===== src/rtl/nios_system_gpin_irq_ctrl_pkg.sv =====
// Shared constants for the GPIN interrupt controller: register map and
// the bit position of the fall-enable field inside the EDGE register.
package nios_system_gpin_pkg;

  localparam int WORD_W = 32;

  localparam logic [1:0] ADDR_DATA = 2'd0;
  localparam logic [1:0] ADDR_EDGE = 2'd1;
  localparam logic [1:0] ADDR_MASK = 2'd2;
  localparam logic [1:0] ADDR_CAPT = 2'd3;

  localparam int FALL_EN_LSB = 16;

  // Zero-extends a WIDTH-bit field (passed in the low bits) into a bus word.
  function automatic logic [WORD_W-1:0] field_word(input logic [15:0] field, input int width);
    logic [WORD_W-1:0] w;
    w = '0;
    for (int i = 0; i < width; i++) begin
      w[i] = field[i];
    end
    return w;
  endfunction

endpackage


===== src/rtl/nios_system_gpin_irq_ctrl_if.sv =====
// Avalon-MM slave bus bundle for the GPIN interrupt controller.
interface nios_system_gpin_irq_ctrl_if;

  logic [1:0]  address;
  logic        read;
  logic        write;
  logic [31:0] writedata;
  logic [31:0] readdata;

  modport master (
    output address,
    output read,
    output write,
    output writedata,
    input  readdata
  );

  modport slave (
    input  address,
    input  read,
    input  write,
    input  writedata,
    output readdata
  );

endinterface


===== src/rtl/nios_system_gpin_irq_ctrl_debounce.sv =====
// One input bit: two-flop synchroniser, stability counter, and one-cycle
// rise/fall pulses issued when a new level has been accepted.
module nios_system_gpin_debounce #(
  parameter int DEBOUNCE_CYCLES = 50000,
  parameter int CNT_W           = 16
) (
  input  logic clk,
  input  logic reset,
  input  logic din,
  output logic level,
  output logic rise,
  output logic fall
);

  localparam logic [CNT_W-1:0] CNT_LAST = CNT_W'(DEBOUNCE_CYCLES - 1);

  logic             sync_meta;
  logic             sync_q;
  logic [CNT_W-1:0] cnt;

  // Synchronise, count consecutive disagreeing cycles, accept on the last one.
  always_ff @(posedge clk) begin
    // NOTE: sequential state uses non-blocking assignments so every flop
    // samples the pre-edge value of its neighbours, matching real hardware.
    if (reset) begin
      sync_meta <= 1'b0;
      sync_q    <= 1'b0;
      cnt       <= '0;
      level     <= 1'b0;
      rise      <= 1'b0;
      fall      <= 1'b0;
    end else begin
      sync_meta <= din;
      sync_q    <= sync_meta;
      rise      <= 1'b0;
      fall      <= 1'b0;
      if (sync_q == level) begin
        cnt <= '0;
      end else if (cnt == CNT_LAST) begin
        level <= sync_q;
        cnt   <= '0;
        rise  <= ~level;
        fall  <= level;
      end else begin
        cnt <= cnt + CNT_W'(1);
      end
    end
  end

endmodule


===== src/rtl/nios_system_gpin_irq_ctrl.sv =====
// GPIN interrupt controller: debounced input port, per-bit rise/fall
// capture with write-1-to-clear, irq mask and a registered Avalon read mux.
module nios_system_gpin_irq_ctrl
  import nios_system_gpin_pkg::*;
#(
  parameter int WIDTH           = 8,
  parameter int DEBOUNCE_CYCLES = 50000,
  parameter int CNT_W           = 16
) (
  input  logic                        clk,
  input  logic                        reset,
  nios_system_gpin_irq_ctrl_if.slave  bus,
  input  logic [WIDTH-1:0]            in_port,
  output logic                        irq
);

  logic [WIDTH-1:0] level;
  logic [WIDTH-1:0] rise_p;
  logic [WIDTH-1:0] fall_p;

  logic [WIDTH-1:0] rise_en;
  logic [WIDTH-1:0] fall_en;
  logic [WIDTH-1:0] irq_mask;
  logic [WIDTH-1:0] capt;

  logic             wr_edge;
  logic             wr_mask;
  logic [WIDTH-1:0] capt_clr;
  logic [WIDTH-1:0] capt_set;
  logic [WIDTH-1:0] capt_next;
  logic [31:0]      rd_mux;

  // The read strobe is not needed (readdata is always valid) and only some
  // writedata bits are stored; fold them here so they are visibly consumed.
  logic unused_bus_bits;
  assign unused_bus_bits = ^{bus.read, bus.writedata};

  genvar gi;
  generate
    for (gi = 0; gi < WIDTH; gi++) begin : g_bit
      nios_system_gpin_debounce #(
        .DEBOUNCE_CYCLES (DEBOUNCE_CYCLES),
        .CNT_W           (CNT_W)
      ) u_debounce (
        .clk   (clk),
        .reset (reset),
        .din   (in_port[gi]),
        .level (level[gi]),
        .rise  (rise_p[gi]),
        .fall  (fall_p[gi])
      );
    end
  endgenerate

  // Decode writes and compute the next capture vector; a new edge beats a clear.
  always_comb begin
    // NOTE: every combinational output gets a default first so no path
    // leaves it unassigned, which would otherwise infer a latch.
    wr_edge   = 1'b0;
    wr_mask   = 1'b0;
    capt_clr  = '0;
    if (bus.write) begin
      wr_edge = (bus.address == ADDR_EDGE);
      wr_mask = (bus.address == ADDR_MASK);
      if (bus.address == ADDR_CAPT) begin
        capt_clr = bus.writedata[WIDTH-1:0];
      end
    end
    capt_set  = (rise_p & rise_en) | (fall_p & fall_en);
    capt_next = (capt & ~capt_clr) | capt_set;
  end

  // Read mux built from the current register contents (pre-write values).
  always_comb begin
    rd_mux = '0;
    case (bus.address)
      ADDR_DATA: rd_mux = field_word(16'(level), WIDTH);
      ADDR_EDGE: rd_mux = field_word(16'(rise_en), WIDTH)
                        | (field_word(16'(fall_en), WIDTH) << FALL_EN_LSB);
      ADDR_MASK: rd_mux = field_word(16'(irq_mask), WIDTH);
      ADDR_CAPT: rd_mux = field_word(16'(capt), WIDTH);
      default:   rd_mux = '0;
    endcase
  end

  // Register file, sticky capture, registered read data and registered irq.
  always_ff @(posedge clk) begin
    if (reset) begin
      rise_en      <= '0;
      fall_en      <= '0;
      irq_mask     <= '0;
      capt         <= '0;
      bus.readdata <= '0;
      irq          <= 1'b0;
    end else begin
      if (wr_edge) begin
        rise_en <= bus.writedata[WIDTH-1:0];
        fall_en <= bus.writedata[FALL_EN_LSB +: WIDTH];
      end
      if (wr_mask) begin
        irq_mask <= bus.writedata[WIDTH-1:0];
      end
      capt         <= capt_next;
      bus.readdata <= rd_mux;
      irq          <= |(capt & irq_mask);
    end
  end

endmodule


===== src/flat_wrapper.sv =====
// flat-port wrapper written by rule: the top's interface ports become plain ports
module nios_system_gpin_irq_ctrl_flat import nios_system_gpin_pkg::*;
#(
  parameter int WIDTH           = 8,
  parameter int DEBOUNCE_CYCLES = 50000,
  parameter int CNT_W           = 16
)
  (clk, reset, in_port, irq, bus_address, bus_read, bus_write, bus_writedata, bus_readdata);
  nios_system_gpin_irq_ctrl_if bus_i ();
  input  logic clk;
  input  logic reset;
  input  logic [WIDTH-1:0] in_port;
  output logic irq;
  input wire logic [$bits(bus_i.address)-1:0] bus_address;
  input wire logic [$bits(bus_i.read)-1:0] bus_read;
  input wire logic [$bits(bus_i.write)-1:0] bus_write;
  input wire logic [$bits(bus_i.writedata)-1:0] bus_writedata;
  output wire logic [$bits(bus_i.readdata)-1:0] bus_readdata;
  assign bus_i.address = bus_address;
  assign bus_i.read = bus_read;
  assign bus_i.write = bus_write;
  assign bus_i.writedata = bus_writedata;
  assign bus_readdata = bus_i.readdata;
  nios_system_gpin_irq_ctrl #(.WIDTH(WIDTH), .DEBOUNCE_CYCLES(DEBOUNCE_CYCLES), .CNT_W(CNT_W)) u_core (.clk(clk), .reset(reset), .bus(bus_i), .in_port(in_port), .irq(irq));
endmodule

===== config.mk =====
export PLATFORM = sky130hd
export DESIGN_NAME = nios_system_gpin_irq_ctrl_flat
export DESIGN_NICKNAME = d
export VERILOG_FILES = /design/src/rtl/nios_system_gpin_irq_ctrl_pkg.sv /design/src/rtl/nios_system_gpin_irq_ctrl_if.sv /design/src/rtl/nios_system_gpin_irq_ctrl_debounce.sv /design/src/rtl/nios_system_gpin_irq_ctrl.sv /design/src/flat_wrapper.sv
export SDC_FILE = /design/constraint.sdc
export NUM_CORES = 1
export LEC_CHECK = 0
export CAP_MARGIN = 10
export CORE_MARGIN = 4
export CORE_UTILIZATION = 55
export CTS_CLUSTER_SIZE = 24
export DETAILED_ROUTE_END_ITERATION = 10
export PLACE_DENSITY = 0.88
export SLEW_MARGIN = 20
export SYNTH_ARGS = -nofsm -noshare
export SYNTH_HDL_FRONTEND = slang
export SYNTH_SLANG_ARGS = --single-unit

===== constraint.sdc =====
create_clock -name clk -period 2.55 [get_ports clk]
set_input_delay 0.51 -clock clk [delete_from_list [all_inputs] [get_ports clk]]
set_output_delay 0.51 -clock clk [all_outputs]
set_load 0.1 [all_outputs]

==> results of run 1 <==
==> cell usage after synthesis (all sizes together), types with 2 or more instances <==
library cell / instances / share of area [%]
xnor2: 102 / 10
mux2i: 12 / 1.4
mux4: 8 / 2.0
nand4b: 3 / 0.30
inv: 26 / 1.1
nand4: 27 / 1.9
nand3: 42 / 2.4
or4: 4 / 0.38
nor4b: 8 / 0.80
nor2b: 24 / 1.7
dfxtp: 217 / 49
o21ai: 8 / 0.58
and2: 11 / 0.78
or4b: 4 / 0.46
ha: 8 / 1.1
and3: 10 / 0.71
nor4: 38 / 2.7
nor2: 164 / 7.0
nand2b: 14 / 1.0
nor4bb: 7 / 0.80
a222oi: 8 / 0.91
a22oi: 4 / 0.34
nand2: 72 / 3.1
xor2: 14 / 1.4
nor3: 47 / 2.7
buf: 24 / 1.9
clkbuf: 17 / 0.73
nand3b: 2 / 0.17
or3: 4 / 0.28
a21oi: 24 / 1.4
==> cells by family (layout without fill, tap and decap cells) <==
group,Yosys count,after routing,share of synthesized area (%)
AOI/OAI and AO/OA,45,45,3.30
xor gates and xnor gates,116,116,11.5
adders and majority gates,8,8,1.14
buffers and inverters,67,128,3.70
DFF,217,217,49.4
muxes,20,20,3.41
other,1,16,0.0426
and+or+nand+nor,485,485,27.5
==> layout make-up <==
class	instances	area [um2]	share of cell area [%]
Timing Repair Buffer	63	551	5.41
Tap cell	211	264	2.59
Clock buffer	31	666	6.54
Clock inverter	8	73.8	0.725
Inverter	26	97.6	0.958
Multi-Input combinational cell	690	4190	41.1
Sequential cell	217	4340	42.7
==> routing by layer <==
metal	GRT usage, %	part of all wire [%]
met5	0	0
met3	2.91	5.4
met4	6.96	2.6
met1	25.4	42
met2	35.3	50
==> report_power, final <==
| part | total (W) | switching [W] | internal [W] |
|---|---|---|---|
| sequential | 0.00344 | 0.0000226 | 0.00342 |
| combinational | 0.000307 | 0.000216 | 0.0000908 |
| clock | 0.00322 | 0.00130 | 0.00192 |
| total | 0.00697 | 0.00154 | 0.00543 |
==> critical path, stage by stage (launching register included) <==
cell	delay [ns]
dfxtp_1	0.34
or4_1	0.58
or4_1	0.58
o21ai_2	0.48
nor2_1	0.12
==> through the flow <==
stage	cell area [um2]	total power (W)
floorplan	8860	0.00374
global placement	9440	0.00381
detailed placement	9440	0.00382
CTS	10200	0.00702
global route	10200	0.00718
finish	10200	0.00697
==> path summary, 6_finish.rpt <==
kind,startpoint,endpoint,slack [ns],cells past startpoint
max,u_core.g_bit[5].u_debounce.cnt[4],u_core.g_bit[5].u_debounce.cnt[4],0.32,4
min,u_core.g_bit[6].u_debounce.sync_meta,u_core.g_bit[6].u_debounce.sync_q,0.44,1
max reg2reg,u_core.g_bit[5].u_debounce.cnt[4],u_core.g_bit[5].u_debounce.cnt[4],0.32,4
min reg2reg,u_core.g_bit[6].u_debounce.sync_meta,u_core.g_bit[6].u_debounce.sync_q,0.44,1
==> flow_metrics.py, run 1 <==
metrics = {
    "run_status": {
        "status": "finished, final reports clean",
    },
    "run": {
        "max_cap_violations": 0,
    },
    "clock_network": {
        "clk_latency_ns": 0.49,
        "postCtsResizedCells": 0,
        "cts_setup_buffers": 0,
        "tritoncts": "yes",
        "cts-root-buf": "clkbuf_16",
        "hold_buffers": 0,
        "h-tree-depth": 1,
        "cts_buffers": 22,
        "clk_pin_slew_ns": 0.06,
        "cts.sinks": 217,
        "cts_max_path_buffers": 3,
    },
    "cells_and_area": {
        "reg_top3": "u_core.g_bit.u_debounce.cnt x128, u_core.bus.readdata x16",
        "drive_above_1_share_pct": 8.31,
        "final_common_cell": "dfxtp_1",
        "area_growth_pct": 15.7,
        "final_cell_mix": "217 x dfxtp_1, 164 x nor2_1, 102 x xnor2_1",
        "diodes": 0,
        "fin_nets": 1074,
        "fin_util_pct": 66.0,
        "top_register": "u_core.g_bit.u_debounce.cnt",
        "final_cells": 1246,
        "nFillCells": 1149,
        "largest_reg_flops": 128,
    },
    "worst_setup_path": {
        "crit_type": "flop to flop",
        "start_kind": "flop",
        "endpoint_kind": "flop",
        "cp_data_required_time_ns": 2.90,
        "critical_path_peak_fanout": 14,
        "crit_arrival_ns": 2.59,
    },
    "die": {
        "die-area_um2": 18100,
        "chipHeight_um": 134,
        "start_util_pct": 57.0,
        "placementRows": 45,
        "io-pin-count": 79,
        "die_x_um": 134,
        "coreArea_um2": 15400,
    },
    "timing": {
        "whs_ns": 0.444,
        "finalSetupViolCount": 0,
        "fin_crit_ns": 2.23,
        "rsz0062_at_grt": "false",
        "period_share_pct": 87.6,
        "relSlewSlack_pct": 62.4,
        "fmax_mhz": 448,
        "tightest_slew_ns": 0.564,
        "report.final.slew_viol_count": 0,
        "fin_skew_ns": 0.0101,
        "setup_slack_ns": 0.317,
        "hold_viol": 0,
        "finalSetupTns_ns": 0,
    },
    "yosys": {
        "netlist_area_um2": 8800,
        "yosysWarnings": 0,
        "postSynthCellCount": 959,
        "synth_flop_cell": "dfxtp_1",
        "ys_seq_elements": 217,
        "synth_edf_count": 0,
        "synth.distinct_cells": 42,
        "synth-async-reset-ratio_pct": 0,
        "syn_avg_cell_area_um2": 9.18,
        "yosysSeqAreaShare_pct": 49.4,
    },
    "global_routing": {
        "grt_pass1_vias": 6599,
        "grt_max_degree": 34,
        "grt_use_total_pct": 20.1,
        "overflow": 0,
        "grt_pass1_wl_um": 30900,
        "grt_antenna_before_repair": 0,
    },
    "power": {
        "p_per_area_nw_per_um2": 685,
        "ir_worst_vdd_uv": 461,
        "power_leakage_nw": 3.32,
    },
    "routing": {
        "drt-vias-per-instance": 5.50,
        "drc_errors": 0,
        "drtPass1Iterations": 5,
        "ant_nets": 0,
        "route.detailed.wl_per_inst_um": 14.8,
        "totalWireLength_um": 18400,
        "vias": 6848,
        "drt_iter0_markers": 552,
    },
    "worst_hold_path": {
        "hp-class": "flop to flop",
    },
    "place": {
        "post-place-ws_ns": 0.369,
        "placedCellCount": 1207,
        "place_congestion": 0.829,
        "portBuffers": 45,
        "dp_hpwl_um": 11900,
    },
}
Power figures use the tool's default switching activity.
==> run 2: changes to the inputs <==
--- a/config.mk
+++ b/config.mk
@@ -7,10 +7,11 @@
 export LEC_CHECK = 0
 export CAP_MARGIN = 10
 export CORE_MARGIN = 4
-export CORE_UTILIZATION = 55
+export CORE_UTILIZATION = 57
 export CTS_CLUSTER_SIZE = 24
 export DETAILED_ROUTE_END_ITERATION = 10
-export PLACE_DENSITY = 0.88
+export PLACE_DENSITY = 0.9
+export SKIP_LAST_GASP = 1
 export SLEW_MARGIN = 20
 export SYNTH_ARGS = -nofsm -noshare
 export SYNTH_HDL_FRONTEND = slang
==> run 2 against run 1 <==
  * Setup slack improved by 0.11 ns
  * Fmax increased by 5.0%
  * Non-clock buffer count decreased by 1
  * Sequential cell count unchanged
  * Total power decreased by 2.3%
  * Combinational power decreased by 2%
  * Utilization increased by 0.61 points
  * Count of clock-buffer cells in the layout increased by 5
  * Sequential share of layout area increased by 0.40 points
  * Critical path type unchanged
  * Highest routed layer unchanged
==> flow_metrics.py, run 2 (synthesis results as in run 1) <==
metrics = {
    "run_status": {
        "status": "finished, final reports clean",
    },
    "clock_network": {
        "cts_setup_buffers": 0,
        "tritoncts": "yes",
        "cts-root-buf": "clkbuf_16",
        "hold_buffers": 0,
        "cts.sinks": 217,
        "clk_latency_ns": 0.49,
        "cts_max_path_buffers": 3,
        "postCtsResizedCells": 0,
        "clk_pin_slew_ns": 0.06,
        "cts_buffers": 22,
        "h-tree-depth": 1,
    },
    "power": {
        "ir_worst_vdd_uv": 518,
        "power_leakage_nw": 3.29,
        "p_per_area_nw_per_um2": 675,
        "p_total_w": 0.00681,
    },
    "timing": {
        "whs_ns": 0.374,
        "finalSetupViolCount": 0,
        "finalSetupTns_ns": 0,
        "hold_viol": 0,
        "relSlewSlack_pct": 50.7,
        "tightest_slew_ns": 0.737,
        "rsz0062_at_grt": "false",
        "fin_skew_ns": 0.00627,
        "report.final.slew_viol_count": 0,
        "period_share_pct": 83.4,
        "fmax_mhz": 470,
        "fin_crit_ns": 2.13,
    },
    "global_routing": {
        "grt_pass1_wl_um": 30600,
        "grt_max_degree": 21,
        "grt_use_total_pct": 20.5,
        "grt_pass1_vias": 6534,
        "grt_antenna_before_repair": 0,
        "overflow": 0,
    },
    "worst_setup_path": {
        "crit_family": "simple AND/OR/NAND/NOR gates",
        "endpoint_kind": "flop",
        "crit_type": "flop to flop",
        "critPathMaxStageDelay_ns": 0.56,
        "start_kind": "flop",
        "cp_num_buf_inv": 1,
        "cp_data_required_time_ns": 2.93,
        "cp_cell_sequence": "or4_1 -> or4_1 -> o21ai_2 -> buf_4 -> nor2_1",
        "crit_arrival_ns": 2.51,
        "crit_slowest_cell": "or4_1",
        "ff2ff_setup_slack_ns": 0.42,
        "crit_top_cell": "or4_1",
        "critical_path_peak_fanout": 8,
    },
    "die": {
        "placementRows": 45,
        "coreArea_um2": 15100,
        "die_x_um": 132,
        "chipHeight_um": 132,
        "io-pin-count": 79,
        "die-area_um2": 17500,
        "start_util_pct": 58.1,
    },
    "cells_and_area": {
        "final_common_cell": "dfxtp_1",
        "stdcell_area_um2": 10100,
        "ff_latch_area_um2": 4340,
        "nFillCells": 1136,
        "drive_above_1_share_pct": 7.73,
        "top_register": "u_core.g_bit.u_debounce.cnt",
        "fin_util_pct": 66.6,
        "area_growth_pct": 14.6,
        "largest_reg_flops": 128,
        "reg_top3": "u_core.g_bit.u_debounce.cnt x128, u_core.bus.readdata x16",
        "diodes": 0,
        "multi_input_area_um2": 4190,
        "final_cell_mix": "217 x dfxtp_1, 164 x nor2_1, 102 x xnor2_1",
        "fin_nets": 1073,
    },
    "place": {
        "portBuffers": 45,
        "place_congestion": 0.815,
        "dp_hpwl_um": 12200,
        "place_area_um2": 9390,
    },
    "routing": {
        "drtPass1Iterations": 6,
        "ant_nets": 0,
        "vias": 6826,
        "drt-vias-per-instance": 5.58,
        "totalWireLength_um": 18200,
        "route.detailed.wl_per_inst_um": 14.9,
        "drt_iter0_markers": 434,
        "drc_errors": 0,
    },
    "worst_hold_path": {
        "hp-class": "input port to flop",
    },
    "run": {
        "max_cap_violations": 0,
    },
}
run 2: routing by layer:
metal | GRT usage [%] | up-vias | share of wire, %
met5 | 0 | - | 0
met4 | 7.39 | 0 | 3.5
met3 | 3.74 | 46 | 5.2
met2 | 35.9 | 175 | 49
met1 | 25.5 | 3222 | 42
li1 | - | 3383 | -
run 2: worst paths after layout:
| check | startpoint | cells after the start | end |
|---|---|---|---|
| hold / removal | reset | 2 | u_core.g_bit[6].u_debounce.level |
| setup / recovery | u_core.g_bit[5].u_debounce.cnt[4] | 5 | u_core.g_bit[5].u_debounce.cnt[7] |
| setup reg to reg | u_core.g_bit[5].u_debounce.cnt[4] | 5 | u_core.g_bit[5].u_debounce.cnt[7] |
| hold reg to reg | u_core.g_bit[6].u_debounce.sync_meta | 1 | u_core.g_bit[6].u_debounce.sync_q |
run 2: metrics by stage:
step                setup slack [ns]  cells
global route                   0.276   1223
CTS                            0.383   1223
detailed placement             0.288   1183
floorplan                      0.628    974
finish                         0.423   1223
global placement               0.327   1183
run 2: cell type report:
type / count / area share, %
Tap cell: 188 / 2.33
Timing Repair Buffer: 62 / 5.26
Multi-Input combinational cell: 690 / 41.5
Clock buffer: 36 / 6.68
Inverter: 26 / 0.967
Clock inverter: 4 / 0.198
Sequential cell: 217 / 43.1
run 2: power breakdown:
group / internal (W) / total [W] / switching (W)
combinational: 0.0000880 / 0.000302 / 0.000214
sequential: 0.00342 / 0.00344 / 0.0000221
clock: 0.00180 / 0.00306 / 0.00126
total: 0.00531 / 0.00681 / 0.00150
==> run 3: changes to the inputs <==
--- a/config.mk
+++ b/config.mk
@@ -7,10 +7,10 @@
 export LEC_CHECK = 0
 export CAP_MARGIN = 10
 export CORE_MARGIN = 4
-export CORE_UTILIZATION = 57
+export CORE_UTILIZATION = 52
 export CTS_CLUSTER_SIZE = 24
 export DETAILED_ROUTE_END_ITERATION = 10
-export PLACE_DENSITY = 0.9
+export PLACE_DENSITY = 0.87
 export SKIP_LAST_GASP = 1
 export SLEW_MARGIN = 20
 export SYNTH_ARGS = -nofsm -noshare
==> constraint.sdc (replaced) <==
create_clock -name clk -period 1.8 [get_ports clk]
set_input_delay 0.36 -clock clk [delete_from_list [all_inputs] [get_ports clk]]
set_output_delay 0.36 -clock clk [all_outputs]
set_load 0.1 [all_outputs]
==> run 3 against run 2 <==
  * The run now ends with setup timing left
  * Non-clock buffer count rose by 48
  * Critical path depth fell by 1
  * First-iteration DRC count fell by 16%
  * Setup slack got worse by 0.59 ns
  * Die area rose by 9.0%
  * Clock power rose by 58%
  * Routed wire length rose by 1.0%
  * Largest power group unchanged
  * Highest routed layer unchanged
==> flow_metrics.py, run 3 (synthesis results as in run 1) <==
metrics = {
    "run_status": {
        "status": "finished with violations",
        "violations": "setup timing",
    },
    "die": {
        "start_util_pct": 53.1,
        "io-pin-count": 79,
        "die-area_um2": 19100,
        "die_x_um": 138,
        "chipHeight_um": 138,
        "coreArea_um2": 16600,
        "placementRows": 47,
    },
    "worst_hold_path": {
        "hp-class": "input port to flop",
        "worstHoldStart": "reset",
        "min_path_cells": 2,
        "hold_end": "u_core.g_bit[0].u_debounce.sync_meta",
    },
    "cells_and_area": {
        "final_cells": 1309,
        "stdcell_area_um2": 11000,
        "drive_above_1_share_pct": 15.5,
        "final_cell_mix": "211 x dfxtp_1, 150 x nor2_1, 102 x xnor2_1",
        "largest_reg_flops": 128,
        "fin_nets": 1123,
        "nFillCells": 1196,
        "ff_latch_area_um2": 4350,
        "final_common_cell": "dfxtp_1",
        "top_register": "u_core.g_bit.u_debounce.cnt",
        "area_growth_pct": 24.9,
        "multi_input_area_um2": 4310,
        "reg_top3": "u_core.g_bit.u_debounce.cnt x128, u_core.bus.readdata x16",
    },
    "worst_setup_path": {
        "cp_cell_sequence": "or4b_4 -> or4_4 -> or3_1 -> a21oi_1",
        "critPathMaxStageDelay_ns": 0.54,
        "cp_data_required_time_ns": 2.24,
        "critical_path_peak_fanout": 4,
        "worst_r2r_startpoint": "u_core.g_bit[3].u_debounce.cnt[5]",
        "crit_arrival_ns": 2.40,
        "r2r_end": "u_core.g_bit[3].u_debounce.level",
        "endpoint_kind": "flop",
        "reg2regPathDepth": 4,
        "ff2ff_setup_slack_ns": -0.16,
        "start_kind": "flop",
        "crit_type": "flop to flop",
        "crit_slowest_cell": "or4_4",
    },
    "clock_network": {
        "tritoncts": "yes",
        "clk_latency_ns": 0.50,
        "h-tree-depth": 1,
        "cts_max_path_buffers": 3,
        "cts_buffers": 24,
        "cts.sinks": 217,
        "hold_buffers": 0,
        "clk_pin_slew_ns": 0.06,
        "cts-root-buf": "clkbuf_16",
    },
    "power": {
        "ir_worst_vdd_uv": 627,
        "power_leakage_nw": 3.67,
        "p_per_area_nw_per_um2": 928,
    },
    "global_routing": {
        "grt_pass1_vias": 6834,
        "overflow": 0,
        "grt_pass1_wl_um": 30800,
        "grt_use_total_pct": 18.6,
        "grt_max_degree": 29,
        "grt_antenna_before_repair": 1,
    },
    "timing": {
        "fmax_mhz": 509,
        "fin_crit_ns": 1.96,
        "finalSetupTns_ns": -3.23,
        "tightest_slew_ns": 0.559,
        "relSlewSlack_pct": 62.7,
        "setup_slack_ns": -0.164,
        "finalSetupViolCount": 33,
        "report.final.slew_viol_count": 0,
        "fin_skew_ns": 0.00844,
        "rsz0062_at_grt": "true",
        "period_share_pct": 109,
        "hold_viol": 0,
    },
    "routing": {
        "totalWireLength_um": 18400,
        "ant_nets": 0,
        "drc_errors": 0,
        "drt-vias-per-instance": 5.35,
        "vias": 7001,
        "drtPass1Iterations": 5,
        "route.detailed.wl_per_inst_um": 14.1,
        "drt_iter0_markers": 366,
    },
    "place": {
        "placedCellCount": 1262,
        "portBuffers": 45,
        "place_area_um2": 10100,
        "dp_hpwl_um": 12500,
        "place_congestion": 0.841,
    },
    "run": {
        "max_cap_violations": 0,
    },
}
==> run 3: worst max-delay path by stage <==
stage / slack [ns] / cells past startpoint / end / start
2_1_floorplan: -0.09 / 4 / u_core.g_bit[3].u_debounce.level / u_core.g_bit[3].u_debounce.cnt[13]
3_5_place_dp: -0.15 / 4 / u_core.g_bit[3].u_debounce.level / u_core.g_bit[3].u_debounce.cnt[13]
6_report: -0.16 / 4 / u_core.g_bit[3].u_debounce.level / u_core.g_bit[3].u_debounce.cnt[5]
4_1_cts: -0.16 / 4 / u_core.g_bit[3].u_debounce.level / u_core.g_bit[3].u_debounce.cnt[5]
5_1_grt: -0.24 / 4 / u_core.g_bit[3].u_debounce.level / u_core.g_bit[3].u_debounce.cnt[5]
3_3_place_gp: -0.15 / 4 / u_core.g_bit[3].u_debounce.level / u_core.g_bit[3].u_debounce.cnt[13]
==> run 3: final cells by class <==
type                       instances  share of cell area [%]
sequential                       217                    39.6
tap                              220                    2.50
antenna                            2                  0.0455
timing repair buffer             110                    10.5
multi-input combinational        690                    39.2
clock buffer                      32                    6.20
inverter                          26                   0.888
clock inverter                    12                    1.08
==> run 3: per-layer routing <==
layer | vias to the layer above | track usage, % | wire (um)
met5 | - | 0 | 0
met4 | 0 | 6.92 | 632
met3 | 42 | 4.07 | 1080
met2 | 190 | 32.0 | 9020
met1 | 3286 | 22.8 | 7680
li1 | 3483 | - | -
==> run 3: power by group <==
group          switching [W]  internal (W)
clock network        0.00188       0.00296
registers          0.0000336       0.00485
logic               0.000313      0.000164
==> run 3: worst max-delay path, delay by kind of cell (launching register included) <==
family	cells	cell delay (ns)
and+or+nand+nor	3	1.46
DFF	1	0.32
AOI/OAI and AO/OA	1	0.12
==> run 3: metrics by stage <==
step / util, % / hold WS [ns] / worst slack (ns) / power [W]
2_1_floorplan: - / 0.414 / -0.0947 / 0.00530
5_1_grt: 66.3 / 0.366 / -0.236 / 0.0105
6_report: 66.3 / 0.339 / -0.164 / 0.0102
4_1_cts: 65.7 / 0.333 / -0.161 / 0.0103
3_5_place_dp: 60.8 / 0.425 / -0.154 / 0.00545
3_3_place_gp: 60.8 / 0.426 / -0.154 / 0.00544
==> run 3: what timing repair did <==
| action | in CTS | in global routing |
|---|---|---|
| resized for setup | 9 | 24 |
| pin swaps | 11 | 10 |
| endpoints found under the setup margin | 48 | 53 |
| buffers inserted | 0 | 1 |
